==> config.mk <==
export PLATFORM = sky130hd
export DESIGN_NAME = serial_alu_seq
export DESIGN_NICKNAME = d
export VERILOG_FILES = /design/src/rtl/serial_alu_seq.sv
export SDC_FILE = /design/constraint.sdc
export NUM_CORES = 1
export LEC_CHECK = 0
export CORE_MARGIN = 2
export CORE_UTILIZATION = 57
export CTS_CLUSTER_DIAMETER = 50
export CTS_CLUSTER_SIZE = 12
export DETAILED_ROUTE_END_ITERATION = 8
export PLACE_DENSITY = 0.79
export SYNTH_ARGS = -nofsm -noshare
export SYNTH_HDL_FRONTEND = slang
export SYNTH_HIERARCHICAL = 1
export SYNTH_SLANG_ARGS = --single-unit
==> constraint.sdc <==
create_clock -name clk -period 1.95 [get_ports clk]
set_input_delay 0.39 -clock clk [delete_from_list [all_inputs] [get_ports clk]]
set_output_delay 0.39 -clock clk [all_outputs]
set_load 0.1 [all_outputs]
==> src/rtl/serial_alu_seq.sv <==
// serial_alu_seq: bit-serial ADD/SUB/INC/MUL coprocessor built around one full adder cell
module full_adder (
  input  logic a,
  input  logic b,
  input  logic ci,
  output logic s,
  output logic co
);
  assign s  = a ^ b ^ ci;
  assign co = (a & b) | (ci & (a ^ b));
endmodule

module serial_alu_seq #(
  parameter int WIDTH = 16
) (
  input  logic             clk,
  input  logic             reset,
  input  logic             start,
  input  logic [1:0]       op,
  input  logic [WIDTH-1:0] a,
  input  logic [WIDTH-1:0] b,
  output logic             ready,
  output logic             busy,
  output logic             done,
  output logic [WIDTH-1:0] result,
  output logic             carry,
  output logic             zero
);
  localparam int CW = $clog2(WIDTH);
  localparam logic [CW-1:0] LAST = CW'(WIDTH - 1);
  localparam logic [1:0] OP_SUB = 2'b01, OP_MUL = 2'b10, OP_INC = 2'b11;
  typedef enum logic [1:0] {IDLE, SER, MTEST, MADD} state_t;
  state_t state, nxt;
  logic [WIDTH-1:0] x, y, s, p, m, q, sum_vec;
  logic [CW-1:0] cnt, mcnt;
  logic cf, sum, co, last, mlast;
  full_adder u_fa (.a(x[0]), .b(y[0]), .ci(cf), .s(sum), .co(co));
  assign sum_vec = WIDTH'({sum, s} >> 1);
  assign last = cnt == LAST;
  assign mlast = mcnt == LAST;
  assign ready = state == IDLE;
  assign busy = ~ready;
  always_comb begin
    nxt = state;
    case (state)
      IDLE:  nxt = start ? (op == OP_MUL ? MTEST : SER) : IDLE;
      SER:   nxt = last ? IDLE : SER;
      MTEST: nxt = q[0] ? MADD : (mlast ? IDLE : MTEST);
      MADD:  nxt = last ? (mlast ? IDLE : MTEST) : MADD;
      default: nxt = IDLE;
    endcase
  end
  always_ff @(posedge clk) begin
    if (reset) begin
      state <= IDLE;
      {x, y, s, p, m, q} <= '0;
      {cnt, mcnt, cf} <= '0;
      {result, carry, zero, done} <= '0;
    end else begin
      state <= nxt;
      done <= 1'b0;
      case (state)
        IDLE: if (start) begin
          x <= a;
          y <= op == OP_SUB ? ~b : (op == OP_INC ? '0 : b);
          cf <= op == OP_SUB || op == OP_INC;
          cnt <= '0;
          p <= '0;
          m <= a;
          q <= b;
          mcnt <= '0;
        end
        SER, MADD: begin
          x <= x >> 1;
          y <= y >> 1;
          s <= sum_vec;
          cf <= co;
          cnt <= cnt + 1'b1;
          if (last && state == SER) begin
            result <= sum_vec;
            carry <= co;
            zero <= sum_vec == '0;
            done <= 1'b1;
          end
          if (last && state == MADD) begin
            p <= sum_vec;
            m <= m << 1;
            q <= q >> 1;
            mcnt <= mcnt + 1'b1;
            if (mlast) begin
              result <= sum_vec;
              carry <= 1'b0;
              zero <= sum_vec == '0;
              done <= 1'b1;
            end
          end
        end
        MTEST: if (q[0]) begin
          x <= p;
          y <= m;
          cf <= 1'b0;
          cnt <= '0;
        end else begin
          m <= m << 1;
          q <= q >> 1;
          mcnt <= mcnt + 1'b1;
          if (mlast) begin
            result <= p;
            carry <= 1'b0;
            zero <= p == '0;
            done <= 1'b1;
          end
        end
        default: ;
      endcase
    end
  end
endmodule
# After elaboration in Yosys (flattened, before gate mapping)
# Index checks and enable logic that the tools add are counted.
[totals]
input_bits = 37
output_inout_bits = 21
elab_cells = 109
regBits = 126
[op_classes]
n_reduce_logical = 14
addsub = 2
bitwise = 7
eq_ne = 13
n_mux = 58
[op_table]
columns = ["operator", "count"]
rows = [
  ["16-bit 2-to-1 mux", 18],
  ["16-bit case mux with 3 select lines", 4],
  ["16-bit case mux with 2 select lines", 2],
  ["16-bit zero test", 2],
  ["4-bit case mux with 3 select lines", 2],
  ["1-bit 2-to-1 mux", 18],
  ["4-bit 2-to-1 mux", 4],
  ["16-bit inverter", 1],
  ["2-bit 2-to-1 mux", 5],
  ["2-bit inequality test, second input constant", 5],
  ["3-bit AND reduction", 3],
  ["4-bit by 1-bit adder with 4-bit output, second input constant", 2],
  ["2-bit == test, second input constant", 4],
  ["4-bit == test, second input constant", 2],
  ["2-bit case mux with 4 select lines", 1],
  ["1-bit case mux with 2 select lines", 3],
  ["2-bit by 1-bit == test with 1-bit output, second input constant", 2],
  ["2-bit AND reduction", 2],
  ["2-bit nonzero test", 2],
  ["1-bit case mux with 3 select lines", 1],
  ["1-bit AND", 2],
  ["1-bit logical AND", 2],
  ["2-bit zero test", 1],
  ["2-bit OR reduction", 1],
  ["other kinds (4)", 5],
]

# Longest topological paths before layout
# Gate-level depths: netlist of the first run.
[logic_depth]
depth_word = 7
depth_mapped = 7
mapped_depth_nobuf = 5

# Hierarchy
# Netlist of the first run, hierarchy kept.
[by_module_without_submodules]
columns = ["mod", "instances", "area_per_inst_um2", "seq_area_each_um2", "cells_per_inst"]
rows = [
  ["serial_alu_seq", 1, 6030.8, 2502.4, 735],
  ["full_adder", 1, 20.0, 0.0, 1],
]

# Worst setup path before layout of the first run
# No wires, ideal clock.
[synth_timing]
kind = "flip-flop to flip-flop"
startpoint = "register state[0]"
endpoint = "register m[11]"
path_stages_with_launch = 6
path_slack_ns = -0.208
period_less_slack_ns = 2.158
t_required_ns = 1.859
setup_ns = 0.091
arrival_time_ns = 2.067
path_buffers = 2
cell_sequence = "dfxtp_1 -> buf_2 -> nor2_2 -> clkbuf_1 -> nand2_1 -> a311oi_1"
[synth_via]
elab_cells_between_ends = 11
cone_classes = "eq/ne (6); mux (1); reduce/logical (4)"
[synth_lines]
columns = ["item", "line_no", "source"]
rows = [
  ["from (decl)", "33", "state_t state, nxt;"],
  ["from (signal assigned)", "60", "state <= nxt;"],
  ["2-bit zero test *", "n/a", ""],
  ["net ready", "22", "output logic ready,"],
  ["2-bit inequality test (no source line)", "n/a", ""],
  ["3-bit AND reduction (no source line)", "n/a", ""],
  ["to (signal assigned)", "87", "m <= m << 1;"],
  ["to (signal assigned)", "104", "m <= m << 1;"],
  ["to (decl)", "34", "logic [WIDTH-1:0] x, y, s, p, m, q, sum_vec;"],
]
# Mark *: on every way through the listed nets, which the timed path passes. The rest lies on a longest branch.
# A chain may end at the register's enable or synchronous reset.

# Worst setup path in the final report of the first run
[layout_timing]
startpoint = "register state[0]"
endpoint = "output ready"
[layout_via]
elab_chain_len = 1
[layout_rtl]
columns = ["item", "line_no", "source"]
rows = [
  ["2-bit zero test", "41", "assign ready = state == IDLE;"],
  ["to (decl)", "22", ""],
]
# Every way passes these cells.

==> results of run 1 <==
==> logic make-up (layout without fill, tap and decap cells) <==
logic type / after synthesis / in the layout / share of synthesized area, %
adders and majority gates: 3 / 3 / 0.744
muxes: 35 / 35 / 5.87
and+or+nand+nor: 257 / 257 / 20.2
buffers and inverters: 100 / 161 / 6.99
DFF: 125 / 125 / 41.4
AOI/OAI and AO/OA: 216 / 216 / 24.8
==> metrics by stage <==
| step | instance area (um^2) | total power (uW) | hold WS, ns |
|---|---|---|---|
| after floorplan | 6050 | 3760 | 0.432 |
| after global placement | 6830 | 4120 | 0.439 |
| after detailed placement | 6830 | 4160 | 0.445 |
| after CTS | 7390 | 7070 | 0.285 |
| after global routing | 7400 | 7360 | 0.306 |
| final | 7400 | 7070 | 0.308 |
==> routing by layer <==
layer | wire [um] | vias up | track usage [%]
met3 | 1160 | 34 | 6.50
li1 | - | 2793 | -
met4 | 432 | 0 | 12.2
met5 | 0 | - | 0
met2 | 7850 | 244 | 47.2
met1 | 7290 | 2831 | 39.8
==> power groups by stage <==
stage	Combinational, uW	Sequential (uW)	Clock [uW]
6_report	1270	2880	2930
3_3_place_gp	1200	2910	0
4_1_cts	1250	2870	2950
3_5_place_dp	1230	2920	0
5_1_grt	1360	2890	3100
2_1_floorplan	726	3030	0
==> worst max-delay path by stage <==
stage | slack [ns] | startpoint | endpoint | cells after the start
after CTS | 0.04 | state[1] | ready | 3
after floorplan | 0.18 | state[0] | mcnt[1] | 6
after global placement | -0.06 | op[0] | y[15] | 6
final | 0.06 | state[0] | ready | 3
after detailed placement | -0.14 | op[0] | y[4] | 6
after global routing | 0.006 | mcnt[0] | result[8] | 6
==> placed cells by master (no fill, tap or decap), types with 24 or more instances in the layout <==
cell type	n
clkdlybuf4s50_1	35
nand3_1	55
nor2_1	42
a311oi_1	28
dfxtp_1	123
nand2_1	105
buf_4	51
a21oi_1	70
o211ai_1	30
a211oi_1	24
mux2i_1	33
inv_1	31
==> registers in the layout, summed over array words and instances, names as in the netlist <==
register	flops
carry	1
cf	1
cnt	4
done	1
m	16
mcnt	4
p	16
q	16
result	16
s	15
state	2
x	16
y	16
zero	1
==> final cells by class <==
cell class	instances	area (um^2)
multi-input cells	511	3140
fillers	745	2920
flip-flops and latches	125	2500
repair buffers	95	908
clock buffers	25	494
well taps	136	170
inverters	34	129
clock inverters	7	60.1
==> repair_timing <==
item | 4_1_cts | 5_1_grt
setup endpoints to repair | 2 | 4
buffers inserted | 0 | 0
hold endpoints to repair | 0 | 0
gates resized for setup | 3 | 3
==> results.toml, run 1 <==
[layout]
fin_util_pct = 71.7
area_growth_pct = 22.4
instances_no_fill = 933
nets = 824
drive_gt1_share_pct = 14.9
antenna_cells = 0

[sta]
min_period_over_period_pct = 97.1
rsz0062_at_grt = "false"
fin_setup_tns_ns = 0
fin_crit_ns = 1.89
finClkSkew_ns = 0.00495
fmax_mhz = 528
setup_viol = 0
slew_violations = 0
finalHoldViolations = 0
worstMarginPinSlew_ns = 0.588
setup_ws_ns = 0.0557
slew-limit-headroom_pct = 60.4

[critical_path]
critPathMaxFanout = 17
worstSetupStartpointType = "register"
r2r_slack_ns = 0.14
reg2reg_to = "result[2]"
r2r-start = "mcnt[0]"
endpoint_kind = "output pin"
worst-endpoint-required_ns = 1.56
cp.arrival_ns = 1.50
path_delay_family = "flip-flops"
path_class = "register to output pin"
crit_buf_inv = 2
max_stage_delay_ns = 0.43
path_cells = "nor2_4 > buf_8 > buf_12"
ff2ff_path_depth = 6
critPathSlowestCell = "dfxtp_2"

[die]
start_util_pct = 58.6
dieArea_um2 = 11500
core_um2 = 10300
rows = 37
die_w_um = 107
io_pins = 58
die_h_um = 107

[routing]
ant_nets = 0
drt-pass1-iter-count = 5
vias = 5902
drt_first_iter_violations = 547
drt_wl_total_um = 16700
detail_route.wl_per_cell_um = 17.9
viasPerCell = 6.33
drc = 0

[synth]
synth_top_area_cell = "dfxtp_1"
ys_async_sr_fraction_pct = 0
synth_commonest_cells = "dfxtp_1 (125), nand2_1 (105), a21oi_1 (70), nand3_1 (55), nor2_1 (42)"
syn-num-nets = 776
synthTopCellsByArea = "dfxtp_1 (41%), nand2_1 (6.5%), a21oi_1 (5.8%)"
ys_types = 51
synth-seq-area-share_pct = 41.4
syn_avg_cell_area_um2 = 8.22
synth-edff-count = 0
synthCells = 736
ys_ff_latch = 125
synth_warnings = 6
yosysMostFrequentCell = "dfxtp_1"
netlist_area_um2 = 6050
synth.top_cell.area_share_pct = 41.4
synth_flop_cell = "dfxtp_1"

[power_and_ir_drop]
pwr-share-seq_pct = 40.7
p_comb_share_pct = 17.9
leakagePower_uw = 0.00265
clockPowerShare_pct = 41.4
sw_frac_of_total_pct = 28.3
power.density_nw_per_um2 = 955
ir_worst_vdd_uv = 633
p_switching_uw = 2000
intPower_uw = 5070

[clock_network]
htreeDepth = 4
cts_hold_buf = 0
clkTransAtPathRegs_ns = 0.06
cts_buffer_depth = 2
cts-root-buf = "clkbuf_8"
cts_sinks = 125
cts_tree = "built"
cts_buffers = 17
insertion_delay_ns = 0.52

[min_path]
worstHoldEndpoint = "cnt[0]"
hp-start = "reset"
hold_class = "input pin to register"
hold_depth = 2

[placed_design]
pre_cts_ws_ns = -0.143
hpwl_um = 11400
numPortBuffers = 57
place_congestion = 0.860
dp_cells = 901

[grt]
grt-ovfl-total = 0
grt_max_degree = 38
grt_pass1_wl_um = 27300
antenna_found_initial = 0
grt_use_total_pct = 29.9
grt_pass1_vias = 5556

[outcome]
status = "finished, final reports clean"

[job]
maxCapViolCount = 0
No activity file was read; power rests on OpenSTA's default activity.
==> run 2, diff against run 1 <==
--- a/config.mk
+++ b/config.mk
@@ -8,8 +8,9 @@
 export CORE_MARGIN = 2
 export CORE_UTILIZATION = 57
 export CTS_CLUSTER_DIAMETER = 50
-export CTS_CLUSTER_SIZE = 12
+export CTS_CLUSTER_SIZE = 30
 export DETAILED_ROUTE_END_ITERATION = 8
+export GPL_ROUTABILITY_DRIVEN = 0
 export PLACE_DENSITY = 0.79
 export SYNTH_ARGS = -nofsm -noshare
 export SYNTH_HDL_FRONTEND = slang
==> run 2 against run 1 <==
Worst setup slack gained 0.015 ns; largest cell class unchanged; global-route usage is 0.63 points higher; clock-buffer cell count decreased by 2; combinational power is essentially flat; hold slack improved by 0.012 ns; flip-flop and latch count is the same; register-to-register slack worse by 0.04 ns; cell count shrank 0.21%; critical path depth stayed put; via count shrank 1.1%.
==> results.toml, run 2 (same netlist as run 1, synthesis figures left out) <==
[outcome]
status = "finished, final reports clean"

[sta]
rsz0062_at_grt = "false"
holdWs_ns = 0.320
min_period_over_period_pct = 96.4
setup_viol = 0
slew_violations = 0
slew-limit-headroom_pct = 59.5
finClkSkew_ns = 0.00671
fin_crit_ns = 1.88
finalHoldViolations = 0
worstMarginPinSlew_ns = 0.605
fmax_mhz = 532
fin_setup_tns_ns = 0

[die]
rows = 37
die_h_um = 107
die_w_um = 107
dieArea_um2 = 11500
io_pins = 58
start_util_pct = 58.6
core_um2 = 10300

[layout]
nets = 822
n_fill_cell = 764
final_common_cell = "dfxtp_1"
area_growth_pct = 22.8
regArea_um2 = 2510
fin_util_pct = 72.0
antenna_cells = 0
drive_gt1_share_pct = 15.0
instances_no_fill = 931
final_cell_mix = "dfxtp_1 (123), nand2_1 (105), a21oi_1 (70)"
multiInputGateArea_um2 = 3140

[routing]
drt_first_iter_violations = 594
drt_wl_total_um = 16800
drc = 0
vias = 5836
ant_nets = 0
viasPerCell = 6.27
drt-pass1-iter-count = 5
detail_route.wl_per_cell_um = 18.0

[clock_network]
htreeDepth = 4
cts_tree = "built"
cts_buffer_depth = 2
cts_hold_buf = 0
cts_sinks = 125
cts_buffers = 17
cts-root-buf = "clkbuf_8"
cts_setup_buffers = 0
clkTransAtPathRegs_ns = 0.05
insertion_delay_ns = 0.53

[placed_design]
hpwl_um = 11400
dp_cells = 899
numPortBuffers = 57

[grt]
grt-ovfl-total = 0
grt_pass1_wl_um = 27600
antenna_found_initial = 0
grt_pass1_vias = 5573
grt_max_degree = 46
grt_use_total_pct = 30.5

[power_and_ir_drop]
leakagePower_uw = 0.00264
power_uw = 7220
ir_worst_vdd_uv = 792
power.density_nw_per_um2 = 972

[critical_path]
worst-endpoint-required_ns = 1.56
endpoint_kind = "output pin"
cp.arrival_ns = 1.49
critPathMaxFanout = 17
worstSetupStartpointType = "register"
path_class = "register to output pin"

[job]
maxCapViolCount = 0

[min_path]
hold_class = "input pin to register"
-- run 2: path summary, 6_finish.rpt --
| path | cells after the start | startpoint | end | slack, ns |
|---|---|---|---|---|
| worst max-delay path | 3 | state[1] | ready | 0.07 |
| worst min-delay path | 2 | reset | cnt[1] | 0.32 |
| worst max register to register | 5 | x[0] | zero | 0.10 |
| worst min register to register | 2 | x[6] | x[5] | 0.45 |
-- run 2: critical path, stage by stage (launching register included) --
cell and delay (ns):
dfxtp_4 0.40, nor2_4 0.18, buf_8 0.18, buf_12 0.18
-- run 2: layer usage --
metal	part of all wire (%)	GRT usage [%]	vias up
met5	0	0	-
met4	2.5	11.6	0
met3	6.4	7.29	38
met2	47	47.5	243
met1	44	41.1	2772
li1	-	-	2783
-- run 2: timing repair --
item,4_1_cts,5_1_grt
endpoints found under the hold margin,0,0
gates cloned,0,0
endpoints found under the setup margin,2,9
gates resized for setup,3,6
-- run 2: where the power goes --
part	switching [uW]	internal [uW]
logic	780	488
registers	144	2730
clock network	1130	1950
total	2050	5170
-- run 2: cell type report --
type | instances | share of cell area [%]
repair buffers | 93 | 12.0
multi-input cells | 511 | 42.3
inverters | 34 | 1.73
well taps | 136 | 2.29
clock buffers | 23 | 6.42
flip-flops and latches | 125 | 33.8
clock inverters | 9 | 1.48
-- run 2: stage by stage --
stage / cell area (um^2) / setup slack (ns)
floorplan: 6050 / 0.184
global placement: 6810 / -0.0657
detailed placement: 6810 / -0.178
CTS: 7410 / 0.0295
global route: 7430 / 0.00272
finish: 7430 / 0.0705
==> run 3, diff against run 2 <==
--- a/config.mk
+++ b/config.mk
@@ -11,7 +11,7 @@
 export CTS_CLUSTER_SIZE = 30
 export DETAILED_ROUTE_END_ITERATION = 8
 export GPL_ROUTABILITY_DRIVEN = 0
-export PLACE_DENSITY = 0.79
+export PLACE_DENSITY = 0.8
 export SYNTH_ARGS = -nofsm -noshare
 export SYNTH_HDL_FRONTEND = slang
 export SYNTH_HIERARCHICAL = 1
==> run 3 against run 2 <==
Utilization up 0.95 points; wire length up 4.7%; worst setup slack better by 0.0032 ns; sequential share of layout area down 0.47 points; clock power about the same; cell count up 0.97%; total power up 0.87%; critical path type unchanged; highest routed layer unchanged.
==> results.toml, run 3 (same netlist as run 1, synthesis figures left out) <==
[critical_path]
reg2reg_to = "zero"
path_class = "register to output pin"
critPathMaxFanout = 18
r2r-start = "x[0]"
crit_buf_inv = 2
endpoint_kind = "output pin"
cpMostUsedCell = "buf_12"
path_cells = "nor2_4 > buf_12 > buf_12"
worst-endpoint-required_ns = 1.56
max_stage_delay_ns = 0.41
ff2ff_path_depth = 5
path_delay_family = "flip-flops"
worstSetupStartpointType = "register"
startpoint = "state[1]"
cp.arrival_ns = 1.49
critPathSlowestCell = "dfxtp_2"
r2r_slack_ns = 0.11

[clock_network]
cts_buffer_depth = 2
htreeDepth = 4
cts_buffers = 17
cts_setup_buffers = 0
cts_hold_buf = 0
cts_sinks = 125
insertion_delay_ns = 0.54
clkTransAtPathRegs_ns = 0.06
cts_tree = "built"
cts-root-buf = "clkbuf_8"

[grt]
grt_max_degree = 49
grt_pass1_vias = 5693
grt_pass1_wl_um = 28800
grt-ovfl-total = 0
grt_use_total_pct = 31.8
antenna_found_initial = 0

[sta]
slew_violations = 0
holdWs_ns = 0.306
finalHoldViolations = 0
worstMarginPinSlew_ns = 0.653
finClkSkew_ns = 0.0106
rsz0062_at_grt = "false"
fmax_mhz = 533
setup_viol = 0
slew-limit-headroom_pct = 56.0
min_period_over_period_pct = 96.2
fin_crit_ns = 1.88

[routing]
drt-pass1-iter-count = 5
drt_first_iter_violations = 667
drc = 0
viasPerCell = 6.44
vias = 6056
drt_wl_total_um = 17600
detail_route.wl_per_cell_um = 18.7
ant_nets = 0

[layout]
stdcell_area_um2 = 7530
final_common_cell = "dfxtp_1"
fin_util_pct = 72.9
instances_no_fill = 940
final_cell_mix = "dfxtp_1 (123), nand2_1 (105), a21oi_1 (70)"
nets = 831
n_fill_cell = 761
drive_gt1_share_pct = 16.2
area_growth_pct = 24.4

[die]
die_w_um = 107
rows = 37
io_pins = 58
start_util_pct = 58.6
dieArea_um2 = 11500
core_um2 = 10300
die_h_um = 107

[power_and_ir_drop]
ir_worst_vdd_uv = 766
leakagePower_uw = 0.00268
power.density_nw_per_um2 = 968

[placed_design]
hpwl_um = 11900
placed_cell_area_um2 = 6910
dp_cells = 908
numPortBuffers = 57

[min_path]
hold_class = "input pin to register"
worstHoldEndpoint = "cnt[1]"
hold_depth = 2
hp-start = "reset"

[job]
maxCapViolCount = 0

[outcome]
status = "finished, final reports clean"
## run 3: cell types whose count changed in the layout (fill, tap and decap cells not counted), sizes merged
cell,change
clkinv,-2
clkbuf,-1
diode,+1
buf,+9
clkinvlp,+2
## run 3: how the worst max path moves through the flow
stage | to | slack [ns] | depth (start not counted)
after floorplan | mcnt[1] | 0.18 | 6
after global placement | y[15] | -0.04 | 6
after detailed placement | q[3] | -0.11 | 6
after CTS | result[6] | 0.03 | 6
after global routing | q[12] | 0.006 | 6
final | ready | 0.07 | 3
## run 3: what timing repair did
item                       CTS  global route
gates resized for setup      4             5
setup endpoints to repair    2            12
cloned                       0             0
pin swaps                    0             1
hold endpoints to repair     0             0
## run 3: worst register-to-register path, cell delays in order (launching register included)
cell     delay, ns
dfxtp_1       0.33
fa_1          0.56
nor4_1        0.29
nand4_1       0.14
a22oi_1       0.25
o221a_2       0.21
## run 3: layout make-up
class,instances,area (um^2),share of cell area (%)
diodes,1,2.50,0.0332
clock buffers,22,473,6.28
clock inverters,9,111,1.48
inverters,34,133,1.76
multi-input cells,511,3150,41.9
flip-flops and latches,125,2510,33.3
well taps,136,170,2.26
repair buffers,102,978,13.0
## run 3: report_power, final
part / switching [uW] / total [uW] / leakage, uW / internal [uW]
clock: 1160 / 3110 / 0.000271 / 1950
combinational: 796 / 1310 / 0.00139 / 512
sequential: 141 / 2870 / 0.00102 / 2730
total: 2100 / 7290 / 0.00268 / 5190
## run 3: stage by stage
| stage | power, uW | worst slack, ns | TNS, ns |
|---|---|---|---|
| final | 7290 | 0.0737 | 0 |
| after global routing | 7540 | 0.00567 | 0 |
| after CTS | 7280 | 0.0302 | 0 |
| after detailed placement | 4190 | -0.110 | -2.69 |
| after global placement | 4150 | -0.0399 | -0.912 |
| after floorplan | 3760 | 0.184 | 0 |
## run 3: per-layer routing
metal | wire, um | track usage (%)
met3 | 1590 | 9.48
met2 | 8240 | 49.3
met1 | 7500 | 42.6
met4 | 265 | 9.83
met5 | 0 | 0
